`src/rtl/pipelined_decoder.sv`:
```
// pipelined_decoder: one-stage instruction decoder with a valid/ready handshake on both sides.
// Optional register/status scoreboard is enabled by defining DECODER_SCOREBOARD_EN.
module pipelined_decoder #(
   parameter int DATA_WIDTH  = 8,
   parameter int SEL_WIDTH   = 2,
   parameter int INSTR_WIDTH = 16,
   parameter int OP1_POS     = 9,
   parameter int OP2_POS     = 4,
   parameter int PARAM_BITS  = 8
) (
   input  logic                   clk_i,
   input  logic                   rst_n_i,
   input  logic                   in_valid_i,
   output logic                   in_ready_o,
   input  logic [INSTR_WIDTH-1:0] instruction_i,
   input  logic [2:0]             status_i,
   input  logic                   wb_valid_i,
   input  logic [SEL_WIDTH-1:0]   wb_sel_i,
   input  logic                   stat_wb_i,
   output logic                   out_valid_o,
   input  logic                   out_ready_i,
   output logic [4:0]             opcode_o,
   output logic [PARAM_BITS-1:0]  param_o,
   output logic [DATA_WIDTH-1:0]  literal_adr_o,
   output logic [SEL_WIDTH-1:0]   rd_sel1_o,
   output logic [SEL_WIDTH-1:0]   rd_sel2_o,
   output logic [SEL_WIDTH-1:0]   wr_sel_o,
   output logic                   rd_en1_o,
   output logic                   rd_en2_o,
   output logic                   wr_en_o,
   output logic                   sel_reg_in_alu_decoder_o,
   output logic                   cnt_wr_en_o,
   output logic                   add_offset_o,
   output logic                   stat_wr_en_o
);
   localparam int NREG = 1 << SEL_WIDTH;

   typedef struct packed {
      logic [4:0]            opcode;
      logic [PARAM_BITS-1:0] param;
      logic [DATA_WIDTH-1:0] lit;
      logic [SEL_WIDTH-1:0]  rs1, rs2, ws;
      logic                  re1, re2, we, sel, cnt, addo, stw;
   } bundle_t;

   bundle_t                bundle_d, bundle_q;
   logic                   out_valid_q;
   logic [4:0]             opc;
   logic [SEL_WIDTH-1:0]   op1, op2;
   logic [PARAM_BITS-1:0]  prm;
   logic                   cond, is_if, stall, accept;
   logic                   unused_instr;

   assign opc          = instruction_i[INSTR_WIDTH-1 -: 5];
   assign op1          = instruction_i[OP1_POS -: SEL_WIDTH];
   assign op2          = instruction_i[OP2_POS -: SEL_WIDTH];
   assign prm          = instruction_i[PARAM_BITS-1:0];
   assign unused_instr = ^instruction_i;
   assign is_if        = (opc >= 5'h11) && (opc <= 5'h15);

   // Branch condition uses the status present in the acceptance cycle.
   always_comb begin
      case (opc)
         5'h11, 5'h13: cond = status_i[2];
         5'h12:        cond = !status_i[2];
         5'h14:        cond = status_i[1];
         5'h15:        cond = status_i[0];
         default:      cond = 1'b0;
      endcase
   end

   always_comb begin
      bundle_d        = '0;
      bundle_d.opcode = opc;
      bundle_d.param  = prm;
      case (opc)
         5'h01, 5'h02, 5'h03, 5'h04, 5'h06: begin
            bundle_d.re1 = 1'b1;  bundle_d.rs1 = op1;
            bundle_d.re2 = 1'b1;  bundle_d.rs2 = op2;
            bundle_d.we  = 1'b1;  bundle_d.ws  = op1;
            bundle_d.sel = 1'b1;  bundle_d.stw = 1'b1;
         end
         5'h05: begin
            bundle_d.re2 = 1'b1;  bundle_d.rs2 = op2;
            bundle_d.we  = 1'b1;  bundle_d.ws  = op1;
            bundle_d.sel = 1'b1;  bundle_d.stw = 1'b1;
         end
         5'h07, 5'h08: begin
            bundle_d.re1 = 1'b1;  bundle_d.rs1 = op1;
            bundle_d.we  = 1'b1;  bundle_d.ws  = op1;
            bundle_d.sel = 1'b1;  bundle_d.stw = 1'b1;
         end
         5'h09: begin
            bundle_d.we  = 1'b1;  bundle_d.ws  = op1;
         end
         5'h10: begin
            bundle_d.cnt = 1'b1;
            bundle_d.lit = DATA_WIDTH'(prm);
         end
         5'h11, 5'h12, 5'h13, 5'h14, 5'h15: begin
            bundle_d.cnt  = cond;
            bundle_d.addo = cond;
            bundle_d.lit  = DATA_WIDTH'(prm);
         end
         default: ;
      endcase
   end

   assign in_ready_o = (!out_valid_q || out_ready_i) && !stall;
   assign accept     = in_valid_i && in_ready_o;

   always_ff @(posedge clk_i or negedge rst_n_i) begin
      if (!rst_n_i) begin
         out_valid_q <= 1'b0;
         bundle_q    <= '0;
      end else if (accept) begin
         out_valid_q <= 1'b1;
         bundle_q    <= bundle_d;
      end else if (out_ready_i) begin
         out_valid_q <= 1'b0;
      end
   end

`ifdef DECODER_SCOREBOARD_EN
   logic [NREG-1:0] pend_q, pend_d;
   logic            spend_q, spend_d;

   // Set after clear so a same-cycle writer keeps its register pending.
   always_comb begin
      pend_d  = pend_q;
      spend_d = spend_q;
      if (wb_valid_i) pend_d[wb_sel_i] = 1'b0;
      if (stat_wb_i)  spend_d = 1'b0;
      if (accept && bundle_d.we)  pend_d[bundle_d.ws] = 1'b1;
      if (accept && bundle_d.stw) spend_d = 1'b1;
   end

   always_ff @(posedge clk_i or negedge rst_n_i) begin
      if (!rst_n_i) begin
         pend_q  <= '0;
         spend_q <= 1'b0;
      end else begin
         pend_q  <= pend_d;
         spend_q <= spend_d;
      end
   end

   assign stall = (bundle_d.re1 && pend_q[bundle_d.rs1]) ||
                  (bundle_d.re2 && pend_q[bundle_d.rs2]) ||
                  (is_if && spend_q);
`else
   logic unused_wb;
   assign unused_wb = ^{wb_valid_i, wb_sel_i, stat_wb_i, is_if};
   assign stall     = 1'b0;
`endif

   assign out_valid_o              = out_valid_q;
   assign opcode_o                 = bundle_q.opcode;
   assign param_o                  = bundle_q.param;
   assign literal_adr_o            = bundle_q.lit;
   assign rd_sel1_o                = bundle_q.rs1;
   assign rd_sel2_o                = bundle_q.rs2;
   assign wr_sel_o                 = bundle_q.ws;
   assign rd_en1_o                 = bundle_q.re1;
   assign rd_en2_o                 = bundle_q.re2;
   assign wr_en_o                  = bundle_q.we;
   assign sel_reg_in_alu_decoder_o = bundle_q.sel;
   assign cnt_wr_en_o              = bundle_q.cnt;
   assign add_offset_o             = bundle_q.addo;
   assign stat_wr_en_o             = bundle_q.stw;
endmodule

```
`config.mk`:
```
export PLATFORM = sky130hd
export DESIGN_NAME = pipelined_decoder
export DESIGN_NICKNAME = d
export VERILOG_FILES = /design/src/rtl/pipelined_decoder.sv
export SDC_FILE = /design/constraint.sdc
export NUM_CORES = 1
export LEC_CHECK = 0
export BUFFER_PORTS_ARGS = -buffer_cell sky130_fd_sc_hd__buf_4
export CAP_MARGIN = 10
export CORE_MARGIN = 4
export CORE_UTILIZATION = 42
export CTS_CLUSTER_DIAMETER = 80
export DETAILED_ROUTE_END_ITERATION = 8
export PLACE_DENSITY = 0.75
export SLEW_MARGIN = 20
export SYNTH_ARGS = -nofsm -noshare
export SYNTH_HDL_FRONTEND = slang
export SYNTH_SLANG_ARGS = --single-unit
```
`constraint.sdc`:
```
create_clock -name clk_i -period 1.2 [get_ports clk_i]
set_input_delay 0 -clock clk_i [delete_from_list [all_inputs] [get_ports clk_i]]
set_output_delay 0 -clock clk_i [all_outputs]
set_load 0.005 [all_outputs]
```
# Word-level counts from Yosys, hierarchy flattened
# Index checks and enable logic that the tools add are counted.
# op_classes
addsub,0
multipliers,0
n_div,0
n_lt_le_gt_ge,0
n_eq_ne,15
n_shift,0
muxes,13
n_bitwise,0
n_reduce_logical,12
# ops
cell,count
== test 5 bit (second input constant),6
== test 5 x 3 -> 1 bit (second input constant),4
OR reduction 6 bit,2
== test 5 x 2 -> 1 bit (second input constant),2
== test 5 x 4 -> 1 bit (second input constant),2
OR reduction 9 bit,1
two-way mux 8 bit,1
OR reduction 8 bit,1
two-way mux 1 bit,7
OR reduction 7 bit,1
two-way mux 2 bit,3
== test 5 x 1 -> 1 bit (second input constant),1
OR reduction 5 bit,1
case mux 1 bit (4 select lines),1
zero test 1 bit,2
case mux 1 bit (2 select lines),1
nonzero test 2 bit,1
OR reduction 2 bit,1
logical AND 1 bit,1
logical OR 1 bit,1
# totals
regBits,34
latchBits,0
mem_bits_rw,0
romBits,0
inputBits,27
output_inout_bits,36
elab_cells,53
n_memories,0

# Longest topological paths before layout
# logic_depth
ltp_word,4
depth_mapped,6
mapped_depth_nobuf,4

# Worst setup path before layout
# OpenSTA, ideal clock, no wires.
# synth_timing
path_type,register to register
start,register out_valid_q (netlist: out_valid_o)
end,register bundle_q (netlist bit add_offset_o)
setup_time_ns,0.068
t_arrival_ns,1.282
t_required_ns,1.132
setup_slack_ns,-0.150
stages_incl_launch_ff,5
path_buffers,0
period_less_slack_ns,1.350
cell_sequence,dfrtp_1 -> nand2b_2 -> nand2_2 -> a2111oi_4 -> a32o_1
# synth_via
elab_chain_len,3
# synth_rtl
element,line,rtl
"start, declared",47,logic out_valid_q;
"start signal, assigned",114,out_valid_q <= 1'b0;
"start signal, assigned",117,out_valid_q <= 1'b1;
"start signal, assigned",120,out_valid_q <= 1'b0;
zero test 1 bit,109,assign in_ready_o = (!out_valid_q || out_ready_i) && !stall;
logical OR 1 bit,109,
via in_ready_o,14,"output logic in_ready_o,"
logical AND 1 bit,110,assign accept = in_valid_i && in_ready_o;
"end signal, assigned",118,bundle_q <= bundle_d;
"end, declared",46,"bundle_t bundle_d, bundle_q;"
# The timed path passes the listed nets, and every way through them passes these cells.
# A chain may end at the register's enable or synchronous reset.

# Worst setup path in the final report
# layout_timing
start,register out_valid_q (netlist: out_valid_o)
end,register bundle_q (netlist bit cnt_wr_en_o)
# layout_via
elab_chain_len,3
# layout_rtl
element,line
zero test 1 bit,109
logical OR 1 bit,109
logical AND 1 bit,110
# Every way passes these cells.

==> flow_metrics.tcl <==
set metrics [dict create \
    status "completed" \
    rows 21 \
    finalHoldViolations 0 \
    power_leakage_nw 1.137 \
    syn_nets 159 \
    ys_types 31 \
    grt_max_degree 35 \
    hold_path.class "in2reg" \
    wl_mm 3.750 \
    root_buffer "clkbuf_4" \
    die_h_um 66.66 \
    holdWs_ps 45.35 \
    crit_path_max_incr_delay_ps 430 \
    setup_viol 0 \
    htree_levels 2 \
    cts_made_buffers 5 \
    first_pass_iters 4 \
    pwr-share-comb_pct 23.5 \
    wire_per_inst_um 14.37 \
    final_cell_mix "67 x buf_4, 35 x nand2_1, 34 x dfrtp_1, 17 x dlygate4sd3_1, 8 x a22o_1" \
    yosysTopAreaCell "dfrtp_1" \
    path_clk_slew_ps 110 \
    layout.cells.non_filler 261 \
    crit_chain "nand2b_4 -> nand2_4 -> buf_4 -> o41ai_4" \
    p_seq_share_pct 50.7 \
    power_mw 2.614 \
    cp-end-kind "flop" \
    initial_utilization_pct 43.31 \
    rsz0062_at_grt "yes" \
    synth_edf_count 0 \
    synth.area.top_cells "dfrtp_1 59%, nand2_1 9.4%, a22o_1 4.8%, o21ai_1 3.5%, mux2_1 3.1%" \
    synthFlopType "dfrtp_1" \
    cts_max_path_buffers 2 \
    startpoint_type "flop" \
    dp_hpwl_mm 2.639 \
    grt_pass1_vias 1332 \
    insertion_delay_ps 340 \
    synth_top_area_share_pct 58.87 \
    vdd_drop_max_v 0.0005049 \
    antenna_left 0 \
    drcViolationCount 0 \
    grt_overflow 0 \
    syn2layout_area_growth_pct 56.10 \
    grt_pass1_wl_mm 6.037 \
    critPathMaxFanout 22 \
    layout-drive-gt1-share_pct 43.72 \
    layout.nets 241 \
    synth_area_um2 1445 \
    timing.final.crit_period_ps 1197 \
    layout_commonest_cell "buf_4" \
    fin_crit_sh_pct 99.74 \
    tightestPinTransition_ps 411.5 \
    diodes 0 \
    power.internal_mw 1.888 \
    drtIter0Drc 69 \
    clock_power_share_pct 25.8 \
    setup_tns_ps 0 \
    cts_tree "yes" \
    fin_ws_ps 3.118 \
    syn_inst 132 \
    async_reset_ff_share_pct 100.0 \
    yosysWarnings 0 \
    globalplace.congestion 0.7863 \
    power_switching_share_pct 27.77 \
    skew_ps 7.774 \
    maxCapViolCount 0 \
    core-area_um2 3337 \
    p_per_area_nw_per_um2 1159 \
    ys_ff_latch 34 \
    slew_viol_final 0 \
    portBuffers 57 \
    p_switching_uw 725.7 \
    cp_slowest_cell "dfrtp_1" \
    crit_arrival_ps 1440 \
    worst-setup-path-type "reg2reg" \
    fmax_mhz 835.5 \
    crit_required_ps 1440 \
    io_pins 63 \
    gr-usage-all-layers_pct 17.97 \
    via_per_inst 4.981 \
    die-area_um2 4444 \
    placed_cells 234 \
    ys_seq_area_share_pct 58.87 \
    dieWidth_um 66.66 \
    slew_headroom_pct 72.57 \
    dr_total_vias 1300 \
    post-place-ws_ps -62.37 \
    antenna_found_initial 0 \
    clkSinkCount 34 \
    avgSynthCellArea_um2 10.95 \
]
## power by group through the flow
stage,clock (mW),combinational (mW),sequential (mW)
floorplan,0,0.203,1.35
global placement,0,0.521,1.34
detailed placement,0,0.536,1.35
CTS,0.692,0.584,1.33
global route,0.736,0.677,1.34
finish,0.673,0.615,1.33
## worst max-delay path, delay by kind of cell, from the launching register on
kind	cells	cell delay, ps
AO/OA/AOI/OAI	1	290
buffers and inverters	1	210
flip-flops	1	430
AND/OR/NAND/NOR	2	160
## flip-flops by register name, summed over array words and instances, names as in the netlist
register / count
wr_sel_o: 2
rd_sel2_o: 2
opcode_o: 5
wr_en_o: 1
cnt_wr_en_o: 1
rd_en1_o: 1
add_offset_o: 1
stat_wr_en_o: 1
param_o: 8
literal_adr_o: 8
out_valid_o: 1
rd_sel1_o: 2
rd_en2_o: 1
## logic make-up after synthesis
| logic type | share of synthesized area [%] |
|---|---|
| multiplexers | 3.809 |
| buffers and inverters | 4.243 |
| XOR/XNOR | 0.6062 |
| flip-flops | 58.87 |
| AO/OA/AOI/OAI | 15.84 |
| AND/OR/NAND/NOR | 16.62 |
## layout make-up
type | count | area, µm²
sequential | 34 | 850.8
timing repair buffer | 85 | 684.4
tap | 46 | 57.56
clock inverter | 2 | 12.51
fill | 251 | 1081
multi-input combinational | 86 | 588.1
inverter | 2 | 11.26
clock buffer | 6 | 51.30
## repair_timing
action	in CTS	in global routing
resized for setup	2	11
endpoints found under the setup margin	22	21
buffers inserted	0	2
endpoints found under the hold margin	65	0
hold buffers	17	0
pin swaps	3	11
## layer usage
layer | global-route usage, % | wire (µm)
met5 | 0 | 0
met4 | 6.853 | 62
met3 | 4.553 | 234
met2 | 31.44 | 1971
met1 | 20.95 | 1481
## worst paths after layout
kind,slack [ps],endpoint,cells after the start,start
max,3,cnt_wr_en_o$_DFFE_PN0P_,4,out_valid_o$_DFFE_PN0P_
min,50,out_valid_o$_DFFE_PN0P_,4,out_ready_i
max reg2reg,3,cnt_wr_en_o$_DFFE_PN0P_,4,out_valid_o$_DFFE_PN0P_
min reg2reg,490,param_o[1]$_DFFE_PN0P_,2,param_o[1]$_DFFE_PN0P_
max in group asynchronous,780,cnt_wr_en_o$_DFFE_PN0P_,2,rst_n_i
min in group asynchronous,120,literal_adr_o[6]$_DFFE_PN0P_,2,rst_n_i
## synthesized netlist by cell type, types with 2 or more instances
library cell and instances:
nor2_1 2, nand3_1 4, o21ai_1 10, nand2_1 36, buf_2 4, o31ai_1 3, dfrtp_1 34, inv_1 2
a22o_1 8, mux2_1 4, nand2b_1 2, clkbuf_1 4
## per-stage QoR
stage          utilization [%]  cell area, µm²
6_report                 67.60            2256
5_1_grt                  67.60            2256
4_1_cts                  65.65            2191
3_5_place_dp             58.57            1954
3_3_place_gp             58.57            1954
2_1_floorplan                -            1455
Power figures use the tool's default switching activity.
